### src/rtl/pipefetchq.sv
// Instruction prefetch queue: issues sequential fetches, buffers in-order responses, and flushes on redirect.
// Optional same-cycle response bypass to the queue head when FETCHQ_BYPASS_EN is defined.
module pipefetchq #(
  parameter int          DEPTH = 4,
  parameter logic [31:0] RSTPC = 32'h0000_0000
) (
  input  logic        clk,
  input  logic        clrn,
  output logic        ireq,
  output logic [31:0] iaddr,
  input  logic        igrant,
  input  logic        ivalid,
  input  logic [31:0] irdata,
  input  logic        redir,
  input  logic [31:0] rpc,
  output logic        qvalid,
  output logic [31:0] qpc,
  output logic [31:0] qins,
  input  logic        qpop
);
  localparam int AW = $clog2(DEPTH);
  localparam int CW = AW + 1;
  // Several redirects can stack stale responses beyond DEPTH, so drp is kept wide.
  localparam int DW = 16;

  logic [31:0]   r_fpc;
  logic [31:0]   r_rspc;
  logic [CW-1:0] r_out;
  logic [DW-1:0] r_drp;
  logic [CW-1:0] r_cnt;
  logic [AW-1:0] r_wptr;
  logic [AW-1:0] r_rptr;
  logic [31:0]   r_mem_pc  [DEPTH];
  logic [31:0]   r_mem_ins [DEPTH];
  logic [31:0]   r_hold_pc;
  logic [31:0]   r_hold_ins;

  logic          w_room;
  logic          w_grant;
  logic          w_drop;
  logic          w_resp;
  logic          w_accept;
  logic          w_empty;
  logic          w_bypass;
  logic          w_bypass_pop;
  logic          w_push;
  logic          w_pop;
  logic [31:0]   w_head_pc;
  logic [31:0]   w_head_ins;

  assign w_room   = ({1'b0, r_cnt} + {1'b0, r_out}) < (CW+1)'(DEPTH);
  assign ireq     = !clrn && !redir && w_room;
  assign iaddr    = r_fpc;
  assign w_grant  = ireq && igrant;
  assign w_empty  = (r_cnt == '0);
  assign w_drop   = ivalid && (r_drp != '0);
  assign w_resp   = ivalid && ((r_drp != '0) || (r_out != '0));
  assign w_accept = !clrn && !redir && ivalid && (r_drp == '0) && (r_out != '0);

`ifdef FETCHQ_BYPASS_EN
  assign w_bypass   = w_accept && w_empty;
  assign w_head_pc  = w_empty ? r_rspc : r_mem_pc[r_rptr];
  assign w_head_ins = w_empty ? irdata : r_mem_ins[r_rptr];
`else
  assign w_bypass   = 1'b0;
  assign w_head_pc  = r_mem_pc[r_rptr];
  assign w_head_ins = r_mem_ins[r_rptr];
`endif

  // A bypassed response taken by the consumer in the same cycle never lands in storage.
  assign w_bypass_pop = w_bypass && qpop;
  assign w_push       = w_accept && !w_bypass_pop;
  assign w_pop        = qpop && !w_empty && !redir;

  assign qvalid = !clrn && (!w_empty || w_bypass);
  assign qpc    = qvalid ? w_head_pc  : r_hold_pc;
  assign qins   = qvalid ? w_head_ins : r_hold_ins;

  always_ff @(posedge clk) begin
    if (clrn) begin
      r_fpc  <= RSTPC;
      r_rspc <= RSTPC;
      r_out  <= '0;
      r_drp  <= '0;
      r_cnt  <= '0;
      r_wptr <= '0;
      r_rptr <= '0;
    end else if (redir) begin
      r_fpc  <= rpc;
      r_rspc <= rpc;
      r_out  <= '0;
      r_drp  <= r_drp + DW'(r_out) - DW'(w_resp);
      r_cnt  <= '0;
      r_wptr <= '0;
      r_rptr <= '0;
    end else begin
      if (w_grant)  r_fpc  <= r_fpc + 32'd4;
      if (w_drop)   r_drp  <= r_drp - DW'(1);
      if (w_accept) r_rspc <= r_rspc + 32'd4;
      if (w_push)   r_wptr <= r_wptr + AW'(1);
      if (w_pop)    r_rptr <= r_rptr + AW'(1);
      r_out <= r_out + CW'(w_grant) - CW'(w_accept);
      r_cnt <= r_cnt + CW'(w_push) - CW'(w_pop);
    end
  end

  always_ff @(posedge clk) begin
    if (w_push) begin
      r_mem_pc[r_wptr]  <= r_rspc;
      r_mem_ins[r_wptr] <= irdata;
    end
  end

  always_ff @(posedge clk) begin
    if (clrn) begin
      r_hold_pc  <= '0;
      r_hold_ins <= '0;
    end else if (qvalid) begin
      r_hold_pc  <= w_head_pc;
      r_hold_ins <= w_head_ins;
    end
  end
endmodule

### config.mk
export PLATFORM = sky130hd
export DESIGN_NAME = pipefetchq
export DESIGN_NICKNAME = d
export VERILOG_FILES = /design/src/rtl/pipefetchq.sv
export SDC_FILE = /design/constraint.sdc
export NUM_CORES = 1
export LEC_CHECK = 0
export CELL_PAD_IN_SITES_DETAIL_PLACEMENT = 1
export CELL_PAD_IN_SITES_GLOBAL_PLACEMENT = 1
export CORE_MARGIN = 8
export CORE_UTILIZATION = 45
export CTS_CLUSTER_SIZE = 25
export DETAILED_ROUTE_END_ITERATION = 6
export GPL_ROUTABILITY_DRIVEN = 0
export HOLD_SLACK_MARGIN = 0.06
export PLACE_DENSITY_LB_ADDON = 0.1
export SYNTH_ARGS = -nofsm -noshare
export SYNTH_HDL_FRONTEND = slang
export SYNTH_SLANG_ARGS = --single-unit
### constraint.sdc
create_clock -name clk -period 7.6 [get_ports clk]
set_input_delay 1.52 -clock clk [delete_from_list [all_inputs] [get_ports clk]]
set_output_delay 1.52 -clock clk [all_outputs]
set_load 0.05 [all_outputs]
==> flow_metrics.env <==
export IMPL_status="finished clean"
export IMPL_crit_reg2reg_launch="r_drp[10]$_SDFFE_PP0P_"
export IMPL_finalCritPeriodShare_pct=70.4
export IMPL_design_die_area_um2=45600
export IMPL_ff2ff_path_depth=16
export IMPL_synth_edff_count=256
export IMPL_fin_nets=1570
export IMPL_cts_resized=0
export IMPL_crit_path_max_incr_delay_ns=0.73
export IMPL_grt_max_degree=66
export IMPL_use_met2_pct=30.8
export IMPL_hold_start="iaddr[1]$_SDFFE_PP0P_"
export IMPL_antenna_cells=0
export IMPL_final_setup_tns_ns=0
export IMPL_grt_busiest_layer="met2"
export IMPL_htree_levels=2
export IMPL_skew_ns=0.0200
export IMPL_syn_instance_count=1287
export IMPL_endpoint_kind="output pin"
export IMPL_slew_headroom_pct=29.4
export IMPL_routed_via_density=5.41
export IMPL_synthFlopType="edfxtp_1"
export IMPL_ctsHoldBuffers=0
export IMPL_final_layout_size_suffix_gt1_share_pct=15.2
export IMPL_reg2reg_slack_ns=3.77
export IMPL_setup_viol=0
export IMPL_firstDrtPassIters=5
export IMPL_r2r_end="r_drp[10]$_SDFFE_PP0P_"
export IMPL_clk_pin_slew_ns=0.06
export IMPL_route_vias_total=10800
export IMPL_syn_to_final_growth_pct=20.3
export IMPL_cts_sinks=412
export IMPL_min_delay_path_class="reg2reg"
export IMPL_rows=72
export IMPL_core_area_um2=38600
export IMPL_max_clock_path_buffers=3
export IMPL_wl_um=43400
export IMPL_min_period_ns=5.35
export IMPL_route_detailed_drc=0
export IMPL_critical_path_arrival_ns=3.83
export IMPL_grt_use_met1_pct=26.8
export IMPL_dpl_cell_area_um2=19800
export IMPL_layout_commonest_cell="edfxtp_1"
export IMPL_rsz0062_at_grt="false"
export IMPL_yosysSeqAreaShare_pct=61.5
export IMPL_synth_yosys_warnings=0
export IMPL_power_w=0.00556
export IMPL_cts_buffers=45
export IMPL_syn_cell_area_um2=17600
export IMPL_critPathKind="in2out"
export IMPL_final_cell_count_no_fill=2002
export IMPL_startpoint="clrn"
export IMPL_post_cts_setup_buffer_count=0
export IMPL_ys_types=60
export IMPL_required_ns=6.08
export IMPL_place_hpwl_um=28200
export IMPL_pin_count=168
export IMPL_die_width_um=214
export IMPL_grt_util_met3_pct=4.25
export IMPL_layout_common_cells="256 x edfxtp_1, 165 x clkdlybuf4s50_1, 154 x dfxtp_1, 76 x nor2_1, 71 x nor2b_1"
export IMPL_ir_drop_v=0.000201
export IMPL_cp_max_fo=65
export IMPL_fin_util_pct=54.7
export IMPL_avgRoutedWirePerCell_um=21.7
export IMPL_syn_nets=1409
export IMPL_insertion_delay_ns=0.57
export IMPL_cp_common_cell="buf_4"
export IMPL_grt_pass1_wl_um=67800
export IMPL_dpl_cell_count=1919
export IMPL_cts_root_buffer="clkbuf_16"
export IMPL_crit_path_top_delay_cell="clkdlybuf4s50_1"
export IMPL_p_per_area_nw_per_um2=263
export IMPL_clock_fmax_ghz=0.187
export IMPL_worstPathCellList="buf_4 -> nor2_4 -> buf_4 -> mux2_2 -> clkdlybuf4s50_1"
export IMPL_grt_pass1_vias=11500
export IMPL_start_kind="primary input"
export IMPL_grtUsageTotal_pct=19.3
export IMPL_crit_path_end="qpc[30]"
export IMPL_die_h_um=214
export IMPL_antenna_left=0
export IMPL_drt_iter0_markers=546
export IMPL_syn_area_per_cell_um2=13.7
export IMPL_port_buffers=167
export IMPL_cts_tree="done"
export IMPL_async_flop_share_pct=0
export IMPL_final_area_um2=21100
export IMPL_ys_ff_latch=412
export IMPL_power_leakage_nw=7.20
export IMPL_max_cap_violations=0
export IMPL_hold_viol=0
export IMPL_tightestPinTransition_ns=1.06
export IMPL_antenna_found_initial=0
export IMPL_initial_utilization_pct=45.5
export IMPL_report_final_slew_viol_count=0
export IMPL_gr_total_overflow=0
-- logic make-up (layout without fill, tap and decap cells) --
kind of cell / Yosys count / after routing / share of synthesized area [%]
DFF: 412 / 412 / 61.5
buffers and inverters: 119 / 316 / 2.59
and+or+nand+nor: 343 / 343 / 10.2
xor gates and xnor gates: 61 / 61 / 3.04
AOI/OAI and AO/OA: 165 / 165 / 6.16
adders and majority gates: 52 / 52 / 3.83
muxes: 135 / 135 / 12.7
-- stage by stage --
step / hold slack [ns] / setup WS (ns)
floorplan: 0.460 / 2.69
global placement: 0.443 / 2.24
detailed placement: 0.450 / 2.22
CTS: 0.458 / 2.22
global route: 0.483 / 2.07
finish: 0.457 / 2.25
-- cell usage after synthesis (10+ instances only) --
cell type,number,area (µm²)
edfxtp_1,256,7690
dfxtp_1,156,3120
nor2_1,77,289
nor2b_1,71,444
nand2_1,70,263
mux2_2,68,766
mux4_2,64,1440
inv_1,55,206
clkbuf_1,50,188
ha_1,49,613
xnor2_1,46,403
a21oi_1,41,205
nand3_1,24,120
o21ai_0,23,115
a211oi_1,21,158
a31oi_1,21,131
and3_1,18,113
nand4_1,17,106
xor2_1,15,131
a21boi_0,12,90.1
buf_1,11,41.3
nor3_1,11,55.1
or3_1,10,62.6
-- power breakdown --
part           switching, W  leakage [nW]  internal (W)  total [W]
registers         0.0000643          3.60       0.00243    0.00249
clock network      0.000875         0.662       0.00119    0.00206
logic              0.000573          2.94      0.000431    0.00100
total               0.00151          7.20       0.00405    0.00556
-- worst min path at each step --
stage / endpoint / slack, ns / depth (start not counted)
after floorplan: r_mem_pc[0][0]$_DFFE_PP_ / 0.46 / 0
after global placement: iaddr[1]$_SDFFE_PP0P_ / 0.44 / 2
after detailed placement: iaddr[1]$_SDFFE_PP0P_ / 0.45 / 2
after CTS: iaddr[1]$_SDFFE_PP0P_ / 0.46 / 2
after global routing: iaddr[1]$_SDFFE_PP0P_ / 0.48 / 2
final: iaddr[1]$_SDFFE_PP0P_ / 0.46 / 2
-- registers in the layout (all words and copies together) (netlist names), named ones only --
name        count
iaddr          32
r_cnt           3
r_drp          16
r_hold_ins     32
r_hold_pc      32
r_mem_ins     128
r_mem_pc      128
r_out           3
r_rptr          2
r_rspc         32
r_wptr          2
-- per-layer routing --
metal / part of all wire (%) / wire length, µm
met1: 47 / 20600
met2: 46 / 20000
met3: 5.0 / 2190
met4: 1.5 / 661
met5: 0 / 0
-- critical path: cells and delay by family --
family / cells / cell delay [ns]
AND/OR/NAND/NOR: 1 / 0.13
buffers and inverters: 3 / 1.68
multiplexers: 1 / 0.42
-- area by class of cell --
class / count / area [µm²]
clock inverters: 19 / 160
flip-flops and latches: 412 / 10800
repair buffers: 177 / 1740
well taps: 518 / 648
inverters: 56 / 210
multi-input cells: 756 / 6340
fillers: 3818 / 17500
clock buffers: 64 / 1220
Power figures use the tool's default switching activity.
